## src/rtl/fifo_pkg.sv

```systemverilog
`default_nettype none
// ============================================================================
// Module  : fifo_pkg
// Purpose : Shared definitions for the loop-back FIFO (read and write sides).
//           Default data/address widths, pointer and word types, and a
//           pointer-distance helper.
// Ports   : none (package)
// Revision: 1.0 - initial release
// ============================================================================
package fifo_pkg;

  localparam int FIFO_DW = 33;  // memory word width
  localparam int FIFO_AW = 5;   // memory address width, depth = 2**FIFO_AW

  // Pointers carry one extra wrap bit so full and empty are distinguishable.
  typedef logic [FIFO_AW:0]   ptr_t;
  typedef logic [FIFO_DW-1:0] word_t;

  // Words between two pointers; modulo arithmetic handles the wrap bit.
  function automatic ptr_t ptr_gap(input ptr_t wr, input ptr_t rd);
    return wr - rd;
  endfunction

endpackage
`default_nettype wire

```

## src/rtl/fifo_rd_ctrl_if.sv

```systemverilog
`default_nettype none
// ============================================================================
// Module  : fifo_rd_ctrl_if
// Purpose : Bundles the memory read port and the downstream valid/ready
//           stream of the FIFO read controller.
// Ports   : mem_re, mem_raddr, mem_rdata  - memory read port
//           out_valid, out_ready, out_data - output stream
// Modports: master - read controller side
//           slave  - memory + consumer side
// Revision: 1.0 - initial release
// ============================================================================
interface fifo_rd_ctrl_if
  import fifo_pkg::*;
#(
  parameter int DW = FIFO_DW,
  parameter int AW = FIFO_AW
);

  logic          mem_re;
  logic [AW-1:0] mem_raddr;
  logic [DW-1:0] mem_rdata;
  logic          out_valid;
  logic          out_ready;
  logic [DW-1:0] out_data;

  modport master (
    output mem_re, mem_raddr, out_valid, out_data,
    input  mem_rdata, out_ready
  );

  modport slave (
    input  mem_re, mem_raddr, out_valid, out_data,
    output mem_rdata, out_ready
  );

endinterface
`default_nettype wire

```

## src/rtl/rd_skid_buf.sv

```systemverilog
`default_nettype none
// ============================================================================
// Module  : rd_skid_buf
// Purpose : Two-entry in-order output buffer between the memory read port and
//           the valid/ready consumer. Entry 0 (head) always drives data, so
//           data stays stable while the consumer stalls.
// Ports   : clk, rst_n     - clock, async active-low reset
//           clear          - drop all buffered words
//           push/push_data - returned memory word
//           pop            - consumer took the head (only when valid)
//           valid/data     - head word
//           count          - words held (0..2)
// Revision: 1.0 - initial release
// ============================================================================
module rd_skid_buf #(
  parameter int DW = 33
) (
  input  logic          clk,
  input  logic          rst_n,
  input  logic          clear,
  input  logic          push,
  input  logic [DW-1:0] push_data,
  input  logic          pop,
  output logic          valid,
  output logic [DW-1:0] data,
  output logic [1:0]    count
);

  logic [DW-1:0] r_head;
  logic [DW-1:0] r_tail;
  logic [1:0]    r_cnt;

  always_ff @(posedge clk or negedge rst_n) begin
    if (!rst_n) begin
      r_head <= '0;
      r_tail <= '0;
      r_cnt  <= 2'd0;
    end else if (clear) begin
      r_cnt  <= 2'd0;
    end else begin
      case ({push, pop})
        2'b10: begin
          if (r_cnt == 2'd0) r_head <= push_data;
          else               r_tail <= push_data;
          r_cnt <= r_cnt + 2'd1;
        end
        2'b01: begin
          r_head <= r_tail;
          r_cnt  <= r_cnt - 2'd1;
        end
        2'b11: begin
          // Head leaves and the new word enters the tail on the same edge.
          if (r_cnt == 2'd1) begin
            r_head <= push_data;
          end else begin
            r_head <= r_tail;
            r_tail <= push_data;
          end
        end
        default: ;
      endcase
    end
  end

  assign valid = (r_cnt != 2'd0);
  assign data  = r_head;
  assign count = r_cnt;

endmodule
`default_nettype wire

```

## src/rtl/fifo_rd_ctrl.sv

```systemverilog
`default_nettype none
// ============================================================================
// Module  : fifo_rd_ctrl
// Purpose : Read-side controller of the loop-back FIFO. Owns the read
//           pointer, issues memory reads (1-cycle latency) and streams words
//           to the consumer at one word per cycle through a 2-entry buffer.
// Ports   : clk_r  - clock            rst_n  - async active-low reset
//           wr_ptr - write pointer     rd_ptr - read pointer (to write side)
//           level  - words held (unissued + in flight + buffered)
//           flush  - drop everything (only with RD_FLUSH_EN)
//           bus    - memory read port + output stream (master modport)
// Config  : `define RD_FLUSH_EN adds the flush port and logic.
// Revision: 1.0 - initial release
// ============================================================================
module fifo_rd_ctrl
  import fifo_pkg::*;
#(
  parameter int DW   = FIFO_DW,
  parameter int AW   = FIFO_AW,
  parameter int OBUF = 2
) (
  input  logic          clk_r,
  input  logic          rst_n,
`ifdef RD_FLUSH_EN
  input  logic          flush,
`endif
  input  logic [AW:0]   wr_ptr,
  output logic [AW:0]   rd_ptr,
  output logic [AW:0]   level,
  fifo_rd_ctrl_if.master bus
);

  localparam logic [2:0] C_OBUF = 3'(OBUF);

  logic          w_flush;
  logic [AW:0]   w_gap;
  logic          w_empty;
  logic          w_pop;
  logic          w_issue;
  logic          w_buf_valid;
  logic [DW-1:0] w_buf_data;
  logic [1:0]    w_buf_cnt;
  logic [2:0]    w_slots;
  logic [AW:0]   w_level_now;
  logic          r_inflight;
  logic [AW:0]   r_rd_ptr;
  logic [AW:0]   r_level;

`ifdef RD_FLUSH_EN
  assign w_flush = flush;
`else
  assign w_flush = 1'b0;
`endif

  assign w_gap   = wr_ptr - r_rd_ptr;
  assign w_empty = (w_gap == '0);

  // Buffer slots already spoken for: words held plus the one returning now.
  assign w_slots = {1'b0, w_buf_cnt} + {2'b00, r_inflight};

  assign bus.out_valid = w_buf_valid && !w_flush;
  assign bus.out_data  = w_buf_data;
  assign w_pop         = bus.out_valid && bus.out_ready;

  // A read may be issued when its word is guaranteed a buffer slot on return;
  // a pop this cycle frees one slot in time.
  assign w_issue = !w_flush && !w_empty &&
                   ((w_slots < C_OBUF) || ((w_slots == C_OBUF) && w_pop));

  assign bus.mem_re    = w_issue;
  assign bus.mem_raddr = r_rd_ptr[AW-1:0];

  assign w_level_now = w_gap + {{AW{1'b0}}, r_inflight}
                             + {{(AW-1){1'b0}}, w_buf_cnt};

  always_ff @(posedge clk_r or negedge rst_n) begin
    if (!rst_n) begin
      r_rd_ptr   <= '0;
      r_inflight <= 1'b0;
      r_level    <= '0;
    end else if (w_flush) begin
      r_rd_ptr   <= wr_ptr;
      r_inflight <= 1'b0;
      r_level    <= '0;
    end else begin
      if (w_issue) r_rd_ptr <= r_rd_ptr + 1'b1;
      r_inflight <= w_issue;
      r_level    <= w_level_now;
    end
  end

  rd_skid_buf #(
    .DW (DW)
  ) u_skid (
    .clk       (clk_r),
    .rst_n     (rst_n),
    .clear     (w_flush),
    .push      (r_inflight),
    .push_data (bus.mem_rdata),
    .pop       (w_pop),
    .valid     (w_buf_valid),
    .data      (w_buf_data),
    .count     (w_buf_cnt)
  );

  assign rd_ptr = r_rd_ptr;
  assign level  = r_level;

  // The write side must never run more than one full memory ahead.
  a_gap_bound : assert property (@(posedge clk_r) disable iff (!rst_n)
                                 !(w_gap[AW] && (|w_gap[AW-1:0])));

endmodule
`default_nettype wire

```

## src/flat_wrapper.sv

```systemverilog
// flat-port wrapper written by rule: the top's interface ports become plain ports
module fifo_rd_ctrl_flat import fifo_pkg::*;
#(
  parameter int DW   = FIFO_DW,
  parameter int AW   = FIFO_AW,
  parameter int OBUF = 2
)
  (clk_r, rst_n, wr_ptr, rd_ptr, level, bus_mem_re, bus_mem_raddr, bus_out_valid, bus_out_data, bus_mem_rdata, bus_out_ready);
  fifo_rd_ctrl_if #(.DW(DW), .AW(AW)) bus_i ();
  input  logic clk_r;
  input  logic rst_n;
  input  logic [AW:0] wr_ptr;
  output logic [AW:0] rd_ptr;
  output logic [AW:0] level;
  output wire logic [$bits(bus_i.mem_re)-1:0] bus_mem_re;
  output wire logic [$bits(bus_i.mem_raddr)-1:0] bus_mem_raddr;
  output wire logic [$bits(bus_i.out_valid)-1:0] bus_out_valid;
  output wire logic [$bits(bus_i.out_data)-1:0] bus_out_data;
  input wire logic [$bits(bus_i.mem_rdata)-1:0] bus_mem_rdata;
  input wire logic [$bits(bus_i.out_ready)-1:0] bus_out_ready;
  assign bus_mem_re = bus_i.mem_re;
  assign bus_mem_raddr = bus_i.mem_raddr;
  assign bus_out_valid = bus_i.out_valid;
  assign bus_out_data = bus_i.out_data;
  assign bus_i.mem_rdata = bus_mem_rdata;
  assign bus_i.out_ready = bus_out_ready;
  fifo_rd_ctrl #(.DW(DW), .AW(AW), .OBUF(OBUF)) u_core (.clk_r(clk_r), .rst_n(rst_n), .wr_ptr(wr_ptr), .rd_ptr(rd_ptr), .level(level), .bus(bus_i));
endmodule
```

## config.mk

```make
export PLATFORM = sky130hd
export DESIGN_NAME = fifo_rd_ctrl_flat
export DESIGN_NICKNAME = d
export VERILOG_FILES = /design/src/rtl/fifo_pkg.sv /design/src/rtl/fifo_rd_ctrl_if.sv /design/src/rtl/rd_skid_buf.sv /design/src/rtl/fifo_rd_ctrl.sv /design/src/flat_wrapper.sv
export SDC_FILE = /design/constraint.sdc
export NUM_CORES = 1
export LEC_CHECK = 0
export ABC_AREA = 1
export CAP_MARGIN = 40
export CORE_MARGIN = 3
export CORE_UTILIZATION = 46
export DETAILED_ROUTE_END_ITERATION = 8
export PLACE_DENSITY = 0.76
export SLEW_MARGIN = 20
export SYNTH_ARGS = -nofsm -noshare
export SYNTH_HDL_FRONTEND = slang
export SYNTH_SLANG_ARGS = --single-unit
```

## constraint.sdc

```tcl
create_clock -name clk_r -period 2.8 [get_ports clk_r]
set_clock_uncertainty 0.05 [all_clocks]
set_input_delay 0.7 -clock clk_r [delete_from_list [all_inputs] [get_ports clk_r]]
set_output_delay 0.7 -clock clk_r [all_outputs]
set_load 0.05 [all_outputs]
```

* After elaboration in Yosys (flattened, before gate mapping) *
Cells that the tools add are included.

cells by class
  $add $sub $neg = 7
  $mul = 0
  div/mod/pow operators = 0
  order comparisons = 1
  equal/unequal tests = 8
  shift operators = 0
  muxes and demuxes = 7
  bitwise operators = 0
  reduce and logical (&&, ||, !) cells = 13

operators with widths
  operator               number
  $mux W33               4
  $pmux W33 S3           1
  $pmux W33 S2           1
  $add A6 B1 Y6          1
  $add A6 B1 Y6 const B  1
  $add A6 B2 Y6          1
  $logic_not A6 Y1       1
  $ne A2 B2 Y1 const B   3
  $reduce_bool A2 Y1     3
  $sub A6 B6 Y6          1
  $eq A2 B1 Y1 const B   2
  $eq A2 B2 Y1 const B   2
  $pmux W2 S2            1
  $add A2 B1 Y3          1
  $eq A3 B2 Y1 const B   1
  $logic_and A1 B1 Y1    3
  $lt A3 B2 Y1 const B   1
  $reduce_and A3 Y1      1
  $reduce_bool A3 Y1     1
  $add A2 B1 Y2 const B  1
  $logic_not A2 Y1       1
  $reduce_and A2 Y1      1
  $sub A2 B1 Y2 const B  1
  $logic_not A1 Y1       1
  $logic_or A1 B1 Y1     1

storage, ports and cells
  bits in registers = 81
  bits in latches = 0
  RAM bits = 0
  memory bits (read-only) = 0
  word-level logic and storage cells = 42
  memories kept = 0

* Longest topological paths before layout *
  depth in word-level cells = 5
  mapped depth = 13
  gate-level depth less buffers = 13

* Modules after synthesis *
From an unflattened synthesis, not the netlist that was laid out.

second synthesis, totals
  cell total of the unflattened synthesis = 556
  area total of the unflattened synthesis = 4418.0 um^2

modules (own cells, without submodules)
  module        times used  cells an instance  area each (um^2)
  rd_skid_buf   1           422                3389.5
  fifo_rd_ctrl  1           134                1028.5

* Worst setup path after synthesis *
OpenSTA, ideal clock, no wires.

  kind = register -> output
  start point = register u_core.r_rd_ptr[0] (netlist: u_core.rd_ptr[0])
  end point = output port bus_mem_re
  data arrival time = 2.267 ns
  setup slack = -0.217 ns
  stages on the path, launching flop included = 12
  path buffers = 0
  cells stage by stage = dfrtp_1 -> ha_1 -> inv_1 -> fa_1 -> inv_1 -> nand2_1 -> a21oi_1 -> nand3_1 -> nor2_2 -> nand2_4 -> nand2_4 -> inv_1

between the ends
  word-level cells in the longest chain between the ends = 4

ends and longest elaborated chain
  what                      RTL line            RTL
  start: declaration        fifo_rd_ctrl.sv:46  logic [AW:0] r_rd_ptr;
  start signal: assignment  fifo_rd_ctrl.sv:82  r_rd_ptr <= wr_ptr;
  start signal: assignment  fifo_rd_ctrl.sv:86  if (w_issue) r_rd_ptr <= r_rd_ptr + 1'b1;
  $sub A6 B6 Y6             fifo_rd_ctrl.sv:55  assign w_gap = wr_ptr - r_rd_ptr;
  $logic_not A6 Y1          fifo_rd_ctrl.sv:56  assign w_empty = (w_gap == '0);
  $logic_not A1 Y1          fifo_rd_ctrl.sv:67  assign w_issue = !w_flush && !w_empty &&
  $logic_and A1 B1 Y1       fifo_rd_ctrl.sv:67
  end: declaration          flat_wrapper.sv:15  output wire logic [$bits(bus_i.mem_re)-1:0] bus_mem_re;

No other way between the ends.

* Worst setup path in the final report *
  start point = input port wr_ptr[0]
  end point = output port bus_mem_re

between the ends
  word-level cells in the longest chain between the ends = 4

ends and longest elaborated chain
  what                 RTL line            RTL
  start: declaration   flat_wrapper.sv:12  input logic [AW:0] wr_ptr;
  $sub A6 B6 Y6        fifo_rd_ctrl.sv:55
  $logic_not A6 Y1     fifo_rd_ctrl.sv:56
  $logic_not A1 Y1     fifo_rd_ctrl.sv:67
  $logic_and A1 B1 Y1  fifo_rd_ctrl.sv:67

No other way between the ends.

==> reports/qor_table.md <==
| Parameter | Reported | Unit |
|---|---|---|
| Result of the run | finished with violations | - |
| Failing checks | setup timing | - |
| Number of instances in the synthesized netlist | 436 | - |
| DRT iter0 DRCs | 120 | - |
| Vias per cell | 5.00 | - |
| Detailed-placement wirelength estimate | 6820 | um |
| Grt total ovfl | 0 | - |
| Relative slew margins | 49.1 | % |
| Data required time of the worst path | 2.05 | ns |
| Detailed-route wire length per cell | 14.4 | um |
| Arrival time of the worst setup path | 2.26 | ns |
| GR Util All Layers | 19.5 | % |
| Total CTS buffers | 9 | - |
| Vias in the first global route | 3,473 | - |
| Mean post-synth cell area | 9.72 | um2 |
| Maximum number of pins on one net before global-route repair | 47 | - |
| Final Slew Violations | 0 | - |
| Filler-free cell count of the finished design | 665 | - |
| Starting density of the core | 47.9 | % |
| Unrepaired setup endpoints after global routing | yes | - |
| Met3 Track Usage GR | 4.51 | % |
| Remaining design rule violation count | 0 | - |
| Crit path setup slack, layout | -0.208 | ns |
| Die ar. | 10,400 | um2 |
| Clock latency at the later pin of the worst-skew pair | 0.34 | ns |
| Crit path max fanout | 2 | - |
| Global-route wire length before repair | 16,100 | um |
| Max capacitance violation total | 0 | - |
| Slowest stage delay, CP | 0.45 | ns |
| 1st-pass router iterations | 4 | - |
| Worst r2r src | u_core.rd_ptr[0]$_DFFE_PN0P_ | - |
| Max frequency | 0.332 | GHz |
| Residual antenna-violating net count after detailed routing | 0 | - |
| Antenna violations before repair | 0 | - |
| Cell chosen for the clock root | sky130_fd_sc_hd__clkbuf_8 | - |
| Min Clock Period, post-route | 3.01 | ns |
| Met1 Usage GRT | 24.7 | % |
| CTS HTree Levels | 3 | - |
| Share of the yosys chip area belonging to registers | 47.8 | % |
| Clock edge transition at the registers on the reported setup and hold paths | 0.08 | ns |
| Hold Vio Cnt, Final | 0 | - |
| Synth warnings | 0 | - |
| Worst setup path start | wr_ptr[0] | - |
| Total Wirelength | 9560 | um |
| Number of sinks handled by clock tree synthesis | 81 | - |
| GRT met2 Usage | 32.5 | % |
| Distinct cell type count after synthesis | 29 | - |
| Sort of element at the start of the critical path | input port | - |
| Number of nets in the layout | 613 | - |
| Clock tree from TritonCTS | yes | - |
| Total core area | 8850 | um2 |
| Fraction of the cycle the final worst path needs | 107 | % |
| Vertical extent of the die | 102 | um |
| Number of antenna diodes | 0 | - |
| Worst hold slack | 0.199 | ns |
| Critical path capture point type | primary output | - |
| Port buffer count | 93 | - |
| Final total negative setup slack | -0.208 | ns |
| Width of the die | 102 | um |
| Core Util, Final | 65.2 | % |
| Reg2reg path depth | 13 | - |
| Number of buffers between clock root and the deepest sink | 2 | - |
| Post-synthesis sequential element count | 81 | - |
| CP Cell Sequence | buf_6, inv_4, ha_4, inv_2, fa_2, inv_2, nand2_2, a21oi_2, nand3_2, nor2_4, nand2_4, nand2_4, inv_4, buf_8 | - |
| Layout-stage area growth over the synthesis result | 36.2 | % |
| Layout cells sized above 1 | 20.1 | % |
| Crit Path Class | in2out | - |
| Number of nets produced by synthesis | 496 | - |
| Mapped cell area | 4240 | um2 |
| Top Usage Layer GRT | met2 | - |
| Final weighted congestion in routability-driven placement | 0.820 | - |
| Via count | 3,324 | - |
| Measured slew at the worst slew-check pin | 0.760 | ns |
| Placed Instances | 643 | - |
| Num rows | 34 | - |
| Setup-violating endpoint count in the final report | 1 | - |
| Critical Path Slowest Stage Cell | sky130_fd_sc_hd__fa_2 | - |
| Tightest Hold Check Type | in2async | - |
| Number of top-level design ports | 94 | - |
[area by class of cell]
cell class,instances,area (um2)
Fill cell,693,3080
Multi-Input combinational cell,234,1760
Clock buffer,10,128
Sequential cell,81,2030
Timing Repair Buffer,127,1260
Inverter,100,380
Tap cell,108,135
Clock inverter,5,81.3
[synth_stat cells (all sizes together)]
cell | number | area [um2]
nand2 | 72 | 290
xor2 | 6 | 52.6
nor3 | 1 | 5.00
nor2 | 6 | 27.5
buf | 19 | 153
clkbuf | 2 | 7.51
mux2 | 33 | 484
o22ai | 33 | 206
a21oi | 6 | 33.8
a41oi | 1 | 8.76
inv | 100 | 375
ha | 15 | 188
nand3 | 16 | 80.1
nand4 | 1 | 6.26
dfrtp | 81 | 2030
fa | 3 | 60.1
xnor2 | 3 | 26.3
o21ai | 38 | 205
[worst max-delay path, delay by kind of cell]
| family | cells | cell delay [ns] |
|---|---|---|
| buffers and inverters | 6 | 0.42 |
| adders and majority gates | 2 | 0.59 |
| AOI/OAI and AO/OA | 1 | 0.12 |
| and+or+nand+nor | 5 | 0.42 |
[through the flow]
| stage | area, um2 | worst slack [ns] |
|---|---|---|
| detailed placement | 5430 | -0.699 |
| CTS | 5740 | -0.261 |
| floorplan | 4240 | -0.184 |
| finish | 5770 | -0.208 |
| global route | 5770 | -0.293 |
| global placement | 5400 | -0.638 |
[per-layer routing]
metal  share of wire (%)  wire length, um
met1                  44             4200
met2                  49             4670
met3                 5.1              487
met4                 2.1              201
met5                   0                0
[cells in the final DEF (no fill, tap or decap), types with 3 or more instances in the layout]
| cell | netlist | layout |
|---|---|---|
| sky130_fd_sc_hd__xor2_1 | 6 | 6 |
| sky130_fd_sc_hd__o22ai_1 | 33 | 33 |
| sky130_fd_sc_hd__o21ai_1 | 25 | 24 |
| sky130_fd_sc_hd__ha_1 | 15 | 12 |
| sky130_fd_sc_hd__inv_2 | 2 | 4 |
| sky130_fd_sc_hd__nand2_1 | 68 | 67 |
| sky130_fd_sc_hd__buf_4 | 8 | 31 |
| sky130_fd_sc_hd__nor2_1 | 4 | 4 |
| sky130_fd_sc_hd__inv_1 | 98 | 94 |
| sky130_fd_sc_hd__buf_12 | 0 | 4 |
| sky130_fd_sc_hd__dfrtp_1 | 81 | 80 |
| sky130_fd_sc_hd__nand2_2 | 2 | 3 |
| sky130_fd_sc_hd__ha_4 | 0 | 3 |
| sky130_fd_sc_hd__clkbuf_8 | 0 | 9 |
| sky130_fd_sc_hd__mux2_4 | 30 | 30 |
| sky130_fd_sc_hd__xnor2_1 | 3 | 3 |
| sky130_fd_sc_hd__a21oi_2 | 1 | 3 |
| sky130_fd_sc_hd__o21ai_0 | 11 | 11 |
| sky130_fd_sc_hd__mux2_2 | 3 | 3 |
| sky130_fd_sc_hd__nand3_1 | 16 | 15 |
| sky130_fd_sc_hd__clkdlybuf4s50_1 | 0 | 86 |
[timing repair]
action,4_1_cts,5_1_grt
setup buffers,8,2
endpoints found under the setup margin,1,4
pin swaps,9,9
resized for setup,19,10
hold buffers,0,0
endpoints found under the hold margin,0,0
[final timing paths]
check	slack, ns	endpoint
setup / recovery	-0.21	bus_mem_re
hold reg to reg	0.44	u_core.u_skid.r_tail[12]$_DFFE_PN0P_
hold / removal	0.20	u_core.u_skid.data[5]$_DFFE_PN0P_
min in group clk_r	0.44	u_core.u_skid.r_tail[12]$_DFFE_PN0P_
setup reg to reg	0.20	u_core.level[4]$_DFF_PN0_
max in group asynchronous	1.80	u_core.u_skid.r_tail[2]$_DFFE_PN0P_
[registers in the layout, summed over array words and instances (netlist names)]
register and flops:
u_core.u_skid.data 33, u_core.u_skid.r_tail 33, u_core.level 6, u_core.rd_ptr 6, u_core.u_skid.count 2, u_core.r_inflight 1
[cell families after synthesis]
group,count (synthesis),synth area share [%]
xor+xnor,9,1.86
fa+ha+maj,18,5.85
buf+inv,121,12.6
simple gates,96,9.66
compound gates,78,10.7
flops,81,47.8
mux,33,11.4
Power is left out: the tool's default activity adds up to more than one toggle a clock period on the data nets, which glitch-free logic cannot reach.
